--- src/rtl/multicycle_ctrl.sv ---
// ---------------------------------------------------------------------------
// multicycle_ctrl
// Moore control FSM for a multicycle RV32I-subset datapath (lw, sw, R-type,
// I-type ALU, beq, jal). It drives the datapath mux selects and write
// enables. It traps into a sticky FAULT state on an illegal opcode or funct3,
// or when memory does not answer within MEM_TIMEOUT wait cycles.
//
// Ports
//   clk          clock, rising edge
//   reset        asynchronous active-low reset
//   op           Instr[6:0]
//   funct3       Instr[14:12]
//   funct7b5     Instr[30]
//   Zero         ALU zero flag
//   MemReady     memory completes the current access this cycle
//   MemReq       memory access request
//   AdrSrc       memory address select (0 PC, 1 ALUOut)
//   MemWrite     memory write strobe
//   IRWrite      IR / OldPC load
//   PCWrite      PC load
//   RegWrite     register file write
//   ResultSrc    00 ALUOut, 01 Data, 10 ALUResult
//   ALUSrcA      00 PC, 01 OldPC, 10 rs1
//   ALUSrcB      00 rs2, 01 ImmExt, 10 const 4
//   ImmSrc       00 I, 01 S, 10 B, 11 J (decoded from op in every state)
//   ALUControl   000 add, 001 sub, 010 and, 011 or, 101 slt
//   Fault        sticky error flag
//   State        current state encoding (debug)
// ---------------------------------------------------------------------------
module multicycle_ctrl #(
  parameter int unsigned MEM_TIMEOUT = 255,
  parameter int unsigned CNT_W       = 8
) (
  input  logic       clk,
  input  logic       reset,
  input  logic [6:0] op,
  input  logic [2:0] funct3,
  input  logic       funct7b5,
  input  logic       Zero,
  input  logic       MemReady,
  output logic       MemReq,
  output logic       AdrSrc,
  output logic       MemWrite,
  output logic       IRWrite,
  output logic       PCWrite,
  output logic       RegWrite,
  output logic [1:0] ResultSrc,
  output logic [1:0] ALUSrcA,
  output logic [1:0] ALUSrcB,
  output logic [1:0] ImmSrc,
  output logic [2:0] ALUControl,
  output logic       Fault,
  output logic [3:0] State
);

  // State encodings
  localparam logic [3:0] S_FETCH    = 4'd0;
  localparam logic [3:0] S_DECODE   = 4'd1;
  localparam logic [3:0] S_MEMADR   = 4'd2;
  localparam logic [3:0] S_MEMREAD  = 4'd3;
  localparam logic [3:0] S_MEMWB    = 4'd4;
  localparam logic [3:0] S_MEMWRITE = 4'd5;
  localparam logic [3:0] S_EXECUTER = 4'd6;
  localparam logic [3:0] S_EXECUTEI = 4'd7;
  localparam logic [3:0] S_ALUWB    = 4'd8;
  localparam logic [3:0] S_BEQ      = 4'd9;
  localparam logic [3:0] S_JAL      = 4'd10;
  localparam logic [3:0] S_FAULT    = 4'd15;

  // Opcodes
  localparam logic [6:0] OP_LW  = 7'b0000011;
  localparam logic [6:0] OP_SW  = 7'b0100011;
  localparam logic [6:0] OP_R   = 7'b0110011;
  localparam logic [6:0] OP_I   = 7'b0010011;
  localparam logic [6:0] OP_BEQ = 7'b1100011;
  localparam logic [6:0] OP_JAL = 7'b1101111;

  // ALU operations
  localparam logic [2:0] ALU_ADD = 3'b000;
  localparam logic [2:0] ALU_SUB = 3'b001;
  localparam logic [2:0] ALU_AND = 3'b010;
  localparam logic [2:0] ALU_OR  = 3'b011;
  localparam logic [2:0] ALU_SLT = 3'b101;

  // Mux select encodings
  localparam logic [1:0] RES_ALUOUT = 2'b00;
  localparam logic [1:0] RES_DATA   = 2'b01;
  localparam logic [1:0] RES_ALURES = 2'b10;
  localparam logic [1:0] SRCA_PC    = 2'b00;
  localparam logic [1:0] SRCA_OLDPC = 2'b01;
  localparam logic [1:0] SRCA_RS1   = 2'b10;
  localparam logic [1:0] SRCB_RS2   = 2'b00;
  localparam logic [1:0] SRCB_IMM   = 2'b01;
  localparam logic [1:0] SRCB_FOUR  = 2'b10;
  localparam logic [1:0] IMM_I      = 2'b00;
  localparam logic [1:0] IMM_S      = 2'b01;
  localparam logic [1:0] IMM_B      = 2'b10;
  localparam logic [1:0] IMM_J      = 2'b11;

  localparam logic [CNT_W-1:0] CNT_LIMIT = CNT_W'(MEM_TIMEOUT);

  logic [3:0]       state_q, state_d;
  logic [CNT_W-1:0] cnt_q, cnt_d;

  // Ungated output values, qualified by reset below
  logic       mem_req_c, adr_src_c, mem_write_c, ir_write_c, pc_write_c;
  logic       reg_write_c, fault_c;
  logic [1:0] result_src_c, alu_src_a_c, alu_src_b_c, imm_src_c;
  logic [2:0] alu_control_c;

  logic legal_f3;
  logic mem_wait;

  // funct3 -> ALU operation; sub_ok selects sub for funct3=000
  function automatic logic [2:0] alu_dec(input logic [2:0] f3, input logic sub_ok);
    logic [2:0] r;
    r = ALU_ADD;
    case (f3)
      3'b000:  r = sub_ok ? ALU_SUB : ALU_ADD;
      3'b010:  r = ALU_SLT;
      3'b110:  r = ALU_OR;
      3'b111:  r = ALU_AND;
      default: r = ALU_ADD;
    endcase
    return r;
  endfunction

  // funct3 values supported by R-type and I-type ALU ops
  assign legal_f3 = (funct3 == 3'b000) || (funct3 == 3'b010) ||
                    (funct3 == 3'b110) || (funct3 == 3'b111);

  // States that wait on the memory handshake
  assign mem_wait = (state_q == S_FETCH) || (state_q == S_MEMREAD) ||
                    (state_q == S_MEMWRITE);

  // State and wait-counter registers
  always_ff @(posedge clk or negedge reset) begin
    if (!reset) begin
      state_q <= S_FETCH;
      cnt_q   <= '0;
    end else begin
      state_q <= state_d;
      cnt_q   <= cnt_d;
    end
  end

  // Next-state and output decode
  always_comb begin
    state_d       = state_q;
    cnt_d         = '0;
    mem_req_c     = 1'b0;
    adr_src_c     = 1'b0;
    mem_write_c   = 1'b0;
    ir_write_c    = 1'b0;
    pc_write_c    = 1'b0;
    reg_write_c   = 1'b0;
    fault_c       = 1'b0;
    result_src_c  = RES_ALUOUT;
    alu_src_a_c   = SRCA_PC;
    alu_src_b_c   = SRCB_RS2;
    alu_control_c = ALU_ADD;

    // Immediate format follows op in every state
    case (op)
      OP_LW, OP_I: imm_src_c = IMM_I;
      OP_SW:       imm_src_c = IMM_S;
      OP_BEQ:      imm_src_c = IMM_B;
      OP_JAL:      imm_src_c = IMM_J;
      default:     imm_src_c = IMM_I;
    endcase

    case (state_q)
      S_FETCH: begin
        mem_req_c    = 1'b1;
        adr_src_c    = 1'b0;
        alu_src_a_c  = SRCA_PC;
        alu_src_b_c  = SRCB_FOUR;
        result_src_c = RES_ALURES;
        ir_write_c   = MemReady;
        pc_write_c   = MemReady;
        if (MemReady) state_d = S_DECODE;
      end
      S_DECODE: begin
        // Branch / jump target lands in ALUOut
        alu_src_a_c = SRCA_OLDPC;
        alu_src_b_c = SRCB_IMM;
        case (op)
          OP_LW, OP_SW: state_d = S_MEMADR;
          OP_R:         state_d = legal_f3 ? S_EXECUTER : S_FAULT;
          OP_I:         state_d = legal_f3 ? S_EXECUTEI : S_FAULT;
          OP_BEQ:       state_d = (funct3 == 3'b000) ? S_BEQ : S_FAULT;
          OP_JAL:       state_d = S_JAL;
          default:      state_d = S_FAULT;
        endcase
      end
      S_MEMADR: begin
        alu_src_a_c = SRCA_RS1;
        alu_src_b_c = SRCB_IMM;
        state_d     = (op == OP_LW) ? S_MEMREAD : S_MEMWRITE;
      end
      S_MEMREAD: begin
        mem_req_c = 1'b1;
        adr_src_c = 1'b1;
        if (MemReady) state_d = S_MEMWB;
      end
      S_MEMWB: begin
        result_src_c = RES_DATA;
        reg_write_c  = 1'b1;
        state_d      = S_FETCH;
      end
      S_MEMWRITE: begin
        mem_req_c   = 1'b1;
        adr_src_c   = 1'b1;
        mem_write_c = 1'b1;
        if (MemReady) state_d = S_FETCH;
      end
      S_EXECUTER: begin
        alu_src_a_c   = SRCA_RS1;
        alu_src_b_c   = SRCB_RS2;
        alu_control_c = alu_dec(funct3, funct7b5);
        state_d       = S_ALUWB;
      end
      S_EXECUTEI: begin
        // Instr[30] is part of the immediate here, never a sub select
        alu_src_a_c   = SRCA_RS1;
        alu_src_b_c   = SRCB_IMM;
        alu_control_c = alu_dec(funct3, 1'b0);
        state_d       = S_ALUWB;
      end
      S_ALUWB: begin
        reg_write_c = 1'b1;
        state_d     = S_FETCH;
      end
      S_BEQ: begin
        alu_src_a_c   = SRCA_RS1;
        alu_src_b_c   = SRCB_RS2;
        alu_control_c = ALU_SUB;
        pc_write_c    = Zero;
        state_d       = S_FETCH;
      end
      S_JAL: begin
        // PC <- target (ALUOut); ALU computes OldPC+4 for the link write
        alu_src_a_c   = SRCA_OLDPC;
        alu_src_b_c   = SRCB_FOUR;
        pc_write_c    = 1'b1;
        state_d       = S_ALUWB;
      end
      S_FAULT: begin
        fault_c = 1'b1;
        state_d = S_FAULT;
      end
      default: begin
        fault_c = 1'b1;
        state_d = S_FAULT;
      end
    endcase

    // Memory wait timeout; a ready on the limit cycle still completes
    if (mem_wait && !MemReady) begin
      if (cnt_q == CNT_LIMIT) begin
        state_d = S_FAULT;
      end else begin
        cnt_d = cnt_q + 1'b1;
      end
    end
  end

  // Reset forces every output low, so an aborted access drops at once
  assign MemReq     = reset & mem_req_c;
  assign AdrSrc     = reset & adr_src_c;
  assign MemWrite   = reset & mem_write_c;
  assign IRWrite    = reset & ir_write_c;
  assign PCWrite    = reset & pc_write_c;
  assign RegWrite   = reset & reg_write_c;
  assign Fault      = reset & fault_c;
  assign ResultSrc  = reset ? result_src_c  : 2'b00;
  assign ALUSrcA    = reset ? alu_src_a_c   : 2'b00;
  assign ALUSrcB    = reset ? alu_src_b_c   : 2'b00;
  assign ImmSrc     = reset ? imm_src_c     : 2'b00;
  assign ALUControl = reset ? alu_control_c : 3'b000;
  assign State      = state_q;

endmodule
--- config.mk ---
export PLATFORM = sky130hd
export DESIGN_NAME = multicycle_ctrl
export DESIGN_NICKNAME = d
export VERILOG_FILES = /design/src/rtl/multicycle_ctrl.sv
export SDC_FILE = /design/constraint.sdc
export NUM_CORES = 1
export LEC_CHECK = 0
export ABC_CLOCK_PERIOD_IN_PS = 3400
export CORE_UTILIZATION = 48
export CTS_CLUSTER_DIAMETER = 40
export CTS_CLUSTER_SIZE = 10
export DETAILED_ROUTE_END_ITERATION = 6
export PLACE_DENSITY_LB_ADDON = 0.08
export SLEW_MARGIN = 40
export SYNTH_ARGS = -nofsm -noshare
export SYNTH_HDL_FRONTEND = slang
export SYNTH_SLANG_ARGS = --single-unit
--- constraint.sdc ---
create_clock -name clk -period 3.4 [get_ports clk]
set_input_delay 0.68 -clock clk [delete_from_list [all_inputs] [get_ports clk]]
set_output_delay 0.68 -clock clk [all_outputs]
set_load 0.02 [all_outputs]
==> flow_metrics.py, run 1 <==
metrics = {
    "detailed_routing": {
        "drt_wl_total_mm": 2.38,
        "via_per_inst": 5.58,
        "dr_total_vias": 1089,
        "drt_iter0_markers": 23,
        "wl_per_cell_um": 12.2,
        "drc_errors": 0,
        "drtAntennaViolNets": 0,
        "drtPass1Iterations": 4,
    },
    "timing": {
        "fin_crit_ns": 3.17,
        "worst_pin_slew_ns": 0.598,
        "fin_tns_setup_ns": 0,
        "hold_viol": 0,
        "worst_slack_ns": 0.229,
        "fmax_mhz": 315,
        "drv_slew": 0,
        "max_slew_margin_pct": 60.1,
        "rsz0062_at_grt": "no",
        "finalSetupViolations": 0,
        "post-route-period-util_pct": 93.3,
        "clock_skew_ns": 0.00190,
    },
    "synthesis": {
        "synth_warnings": 0,
        "syn_avg_cell_area_um2": 7.70,
        "synth-async-reset-ratio_pct": 100,
        "synth_commonest_cells": "nor2_1, dfrtp_1, nand2_1",
        "synth_seq_area_share_pct": 29.1,
        "synth_ff_type": "dfrtp_1",
        "synth_cells": 134,
        "synth_fp_nets": 150,
        "ys_seq_elements": 12,
        "synth.most_common_cell": "nor2_1",
        "yosys-top-cells-area": "dfrtp_1, nor2_1, xor2_1, nand2_1, nor2b_1",
        "synth_top_area_cell": "dfrtp_1",
        "synth_top_cell_area_share_pct": 29.1,
        "synth_area_um2": 1030,
        "synth-edff-count": 0,
        "ys_types": 39,
    },
    "outcome": {
        "status": "finished clean",
    },
    "setup_path": {
        "setup.worst_path.end_class": "primary output",
        "crit_top_cell": "clkdlybuf4s50_1",
        "crit_start": "reset",
        "endpoint": "IRWrite",
        "required_ns": 2.72,
        "critical_path_buf_inv_count": 2,
        "r2r_cells": 4,
        "path_depth": 5,
        "r2r-end": "State[0]",
        "cp_slowest_cell": "clkdlybuf4s50_1",
        "crit_type": "input port to primary output",
        "max_stage_delay_ns": 0.71,
        "critical_path.startpoint_type": "input port",
        "path_delay_family": "buffers and inverters",
        "critPathArrivalTime_ns": 2.49,
        "r2r_setup_slack_ns": 1.66,
        "worst-path-max-fanout": 12,
        "crit_chain": "clkdlybuf4s50_1 -> nand2_1 -> nor3_1 -> and2_1 -> clkdlybuf4s50_1",
        "r2r-start": "State[3]",
    },
    "power_and_ir_drop": {
        "seqPwrFrac_pct": 53.9,
        "ir_drop_mv": 0.253,
        "swShare_pct": 22.2,
        "powerDensity_nw_per_um2": 185,
        "p_sw_w": 0.0000589,
        "p_leak_nw": 0.523,
        "p_comb_share_pct": 15.5,
        "p_clk_share_pct": 30.7,
        "internal_power_w": 0.000207,
    },
    "clocking": {
        "post-cts-setup-buffers": 0,
        "root_buffer": "clkbuf_4",
        "cts_hold_buf": 0,
        "cts_tree": "done",
        "numCtsBuffers": 3,
        "clkLatencyLatePin_ns": 0.26,
        "cts.sinks": 12,
        "cts_max_path_buffers": 2,
        "cts.repair.resized": 0,
        "path_clk_slew_ns": 0.07,
        "cts_htree_levels": 1,
    },
    "floorplanning": {
        "io_pins": 37,
        "rows": 16,
        "floorplan.initialDensity_pct": 52.1,
        "fp.dieW_um": 48.4,
        "die_y_um": 48.4,
        "die_area_um2": 2340,
        "coreArea_um2": 1980,
    },
    "grt": {
        "grt_use_total_pct": 22.4,
        "grt_pass1_vias": 979,
        "grt_max_degree": 20,
        "antenna_found_initial": 0,
        "grt_overflow_total": 0,
        "grt_pass1_wl_mm": 4.25,
    },
    "final_layout": {
        "syn2layout_area_growth_pct": 39.0,
        "layout-drive-gt1-share_pct": 4.76,
        "nets": 186,
        "nFillCells": 170,
        "diodes": 0,
    },
    "placement": {
        "dpl.hpwl_mm": 1.85,
        "routabilityCongestion": 0.800,
        "port_buffers": 36,
        "post-place-ws_ns": 0.234,
    },
    "hold_path": {
        "worstHoldPathType": "flop to flop",
    },
    "job": {
        "cap_violations": 0,
    },
}
## layer usage
| layer | share of wire [%] | vias up | routed length [µm] | track usage, % |
|---|---|---|---|---|
| met5 | 0 | - | 0 | 0 |
| li1 | - | 552 | - | - |
| met1 | 49 | 494 | 1160 | 30.0 |
| met4 | 0 | 0 | 0 | 1.47 |
| met2 | 45 | 43 | 1070 | 38.7 |
| met3 | 6.5 | 0 | 154 | 5.03 |
## sequential cells by signal, summed over array words and instances, names as in the netlist
| name | count |
|---|---|
| cnt_q | 8 |
| State | 4 |
## cell families after synthesis
| family | Yosys count | share of synthesized area [%] |
|---|---|---|
| and+or+nand+nor | 74 | 38.7 |
| AOI/OAI and AO/OA | 25 | 17.3 |
| DFF | 12 | 29.1 |
| buffers and inverters | 11 | 4.24 |
| xor gates and xnor gates | 10 | 8.48 |
| muxes | 1 | 0.970 |
| adders and majority gates | 1 | 1.21 |
## power groups by stage
stage / clock, W / sequential (W) / combinational (W)
detailed placement: 0 / 0.000146 / 0.0000409
finish: 0.0000815 / 0.000143 / 0.0000411
global route: 0.0000941 / 0.000143 / 0.0000452
global placement: 0 / 0.000146 / 0.0000398
CTS: 0.0000856 / 0.000143 / 0.0000411
floorplan: 0 / 0.000146 / 0.0000123
## worst min-delay path by stage
stage | from | slack [ns] | cells past startpoint | to
2_1_floorplan | reset | 0.38 | 0 | State[0]
3_3_place_gp | cnt_q[0] | 0.47 | 1 | cnt_q[0]
3_5_place_dp | cnt_q[0] | 0.49 | 1 | cnt_q[0]
4_1_cts | cnt_q[0] | 0.50 | 1 | cnt_q[0]
5_1_grt | cnt_q[0] | 0.53 | 1 | cnt_q[0]
6_report | cnt_q[0] | 0.50 | 1 | cnt_q[0]
## stage by stage
stage | power, W | cells | hold slack (ns) | utilization (%) | area [µm²]
after floorplan | 0.000158 | 134 | 0.384 | - | 1030
after global placement | 0.000186 | 192 | 0.472 | 71.3 | 1410
after detailed placement | 0.000187 | 192 | 0.493 | 71.3 | 1410
after CTS | 0.000270 | 195 | 0.503 | 72.4 | 1440
after global routing | 0.000282 | 195 | 0.529 | 72.4 | 1440
final | 0.000266 | 195 | 0.501 | 72.4 | 1440
## cell type report
class | count | area (µm²) | area share, %
multi-input cells | 111 | 688 | 48.0
repair buffers | 38 | 375 | 26.2
flip-flops and latches | 12 | 300 | 20.9
well taps | 27 | 33.8 | 2.35
clock buffers | 3 | 22.5 | 1.57
inverters | 4 | 15.0 | 1.05
## cells in the final DEF (no fill, tap or decap), types with 5 or more instances in the layout
cell,n
dfrtp_1,12
and3_1,5
xor2_1,6
a21oi_1,5
nor3_1,6
nor2_1,18
and2_1,5
nor2b_1,6
nand2_1,11
clkdlybuf4s50_1,36
(Power assumes the default switching activity.)
==> inputs of run 2 (changes only) <==
--- a/config.mk
+++ b/config.mk
@@ -6,12 +6,11 @@
 export NUM_CORES = 1
 export LEC_CHECK = 0
 export ABC_CLOCK_PERIOD_IN_PS = 3400
-export CORE_UTILIZATION = 48
+export CORE_UTILIZATION = 40
 export CTS_CLUSTER_DIAMETER = 40
 export CTS_CLUSTER_SIZE = 10
 export DETAILED_ROUTE_END_ITERATION = 6
 export PLACE_DENSITY_LB_ADDON = 0.08
-export SLEW_MARGIN = 40
 export SYNTH_ARGS = -nofsm -noshare
 export SYNTH_HDL_FRONTEND = slang
 export SYNTH_SLANG_ARGS = --single-unit
==> run 2 against run 1 <==
Compared with the run above: flip-flop and latch count did not move; the run now ends with DRC left; core utilization fell by 13 points; via count increased by 0.18%; critical path depth unchanged; worst hold slack got worse by 0.0010 ns; count of clock-buffer cells in the layout rose by 1; combinational power hardly changed.
==> flow_metrics.py, run 2 (synthesis results as in run 1) <==
metrics = {
    "outcome": {
        "violations": "DRC",
        "status": "finished with violations",
    },
    "detailed_routing": {
        "drtAntennaViolNets": 0,
        "via_per_inst": 5.43,
        "drtPass1Iterations": 6,
        "drc_errors": 2,
        "drt_wl_total_mm": 2.50,
        "drt_iter0_markers": 27,
        "dr_total_vias": 1091,
        "wl_per_cell_um": 12.4,
    },
    "clocking": {
        "cts_htree_levels": 1,
        "cts.repair.resized": 0,
        "cts.sinks": 12,
        "cts_max_path_buffers": 2,
        "numCtsBuffers": 3,
        "cts_hold_buf": 0,
        "clkLatencyLatePin_ns": 0.28,
        "post-cts-setup-buffers": 0,
        "cts_tree": "done",
        "path_clk_slew_ns": 0.07,
        "root_buffer": "clkbuf_4",
    },
    "placement": {
        "dpl.hpwl_mm": 2.02,
        "routabilityCongestion": 0.809,
        "post-place-ws_ns": 0.234,
        "dp_cells": 197,
        "port_buffers": 36,
    },
    "final_layout": {
        "final_cell_mix": "clkdlybuf4s50_1, nor2_1, dfrtp_1",
        "layout-drive-gt1-share_pct": 6.43,
        "multi_input_area_um2": 688,
        "final_cell_count_no_fill": 201,
        "nFillCells": 235,
        "seq_area_um2": 300,
        "syn2layout_area_growth_pct": 42.2,
        "largest_register_ffs": 8,
        "regMostFlops": "cnt_q",
        "layout_commonest_cell": "clkdlybuf4s50_1",
        "nets": 188,
        "diodes": 0,
    },
    "timing": {
        "fmax_mhz": 319,
        "fin_tns_setup_ns": 0,
        "drv_slew": 0,
        "hold_viol": 0,
        "worst_slack_ns": 0.269,
        "rsz0062_at_grt": "no",
        "worst_pin_slew_ns": 0.594,
        "clock_skew_ns": 0.00170,
        "fin_crit_ns": 3.13,
        "max_slew_margin_pct": 60.4,
        "post-route-period-util_pct": 92.1,
        "finalSetupViolations": 0,
    },
    "power_and_ir_drop": {
        "p_leak_nw": 0.540,
        "powerDensity_nw_per_um2": 204,
        "ir_drop_mv": 0.138,
    },
    "setup_path": {
        "crit_type": "input port to primary output",
        "path_delay_family": "buffers and inverters",
        "required_ns": 2.72,
        "crit_top_cell": "clkdlybuf4s50_1",
        "setup.worst_path.end_class": "primary output",
        "max_stage_delay_ns": 0.66,
        "critical_path_buf_inv_count": 2,
        "critical_path.startpoint_type": "input port",
        "crit_chain": "clkdlybuf4s50_1 -> nand2_1 -> nor3_1 -> and2_1 -> clkdlybuf4s50_1",
        "worst-path-max-fanout": 10,
        "cp_slowest_cell": "clkdlybuf4s50_1",
        "critPathArrivalTime_ns": 2.45,
    },
    "grt": {
        "grt_use_total_pct": 20.1,
        "grt_pass1_vias": 1026,
        "antenna_found_initial": 0,
        "grt_overflow_total": 0,
        "grt_pass1_wl_mm": 4.13,
        "grt_max_degree": 20,
    },
    "floorplanning": {
        "io_pins": 37,
        "die_y_um": 52.8,
        "floorplan.initialDensity_pct": 42.0,
        "rows": 18,
        "fp.dieW_um": 52.8,
        "die_area_um2": 2790,
        "coreArea_um2": 2450,
    },
    "hold_path": {
        "worstHoldPathType": "flop to flop",
    },
    "job": {
        "cap_violations": 0,
    },
}
[run 2: cell types whose count changed in the layout (fill, tap and decap cells not counted)]
cell / previous run / this run
clkbuf_8: 0 / 1
buf_4: 2 / 4
[run 2: worst reg2reg max path, stage by stage (launching register included)]
cell      delay (ns)
dfrtp_1         0.72
nor3_1          0.13
a22o_1          0.29
a21oi_1         0.32
o311ai_0        0.20
[run 2: report_power, final]
part / leakage [nW] / internal [W] / switching (W)
logic: 0.372 / 0.0000237 / 0.0000176
registers: 0.147 / 0.000143 / 0.000000321
clock network: 0.0210 / 0.0000652 / 0.0000497
total: 0.540 / 0.000232 / 0.0000675
[run 2: final cells by class]
type	instances	area share (%)
well taps	30	2.56
flip-flops and latches	12	20.5
inverters	4	1.02
repair buffers	40	26.6
multi-input cells	111	46.9
clock buffers	4	2.47
[run 2: worst paths after layout]
check / cells after the start / endpoint / start / slack [ns]
setup / recovery: 5 / IRWrite / reset / 0.27
hold / removal: 1 / cnt_q[0] / cnt_q[0] / 0.50
setup reg to reg: 4 / State[0] / State[1] / 1.58
hold reg to reg: 1 / cnt_q[0] / cnt_q[0] / 0.50
max in group asynchronous: 2 / cnt_q[3] / reset / 2.26
min in group asynchronous: 2 / State[3] / reset / 0.98
[run 2: metrics by stage]
step                total power, W  cell area [µm²]  hold WS, ns  util (%)
floorplan                 0.000158             1030        0.384         -
global placement          0.000187             1430        0.488      58.3
detailed placement        0.000188             1430        0.493      58.3
CTS                       0.000301             1470        0.503      59.8
global route              0.000314             1470        0.508      59.8
finish                    0.000299             1470        0.500      59.8
[run 2: metal layers]
layer  track usage [%]  up-vias  wire, µm
li1                  -      561         -
met1              22.8      495      1140
met2              35.9       32      1250
met3              2.61        3        85
met4              10.5        0        32
met5                 0        -         0
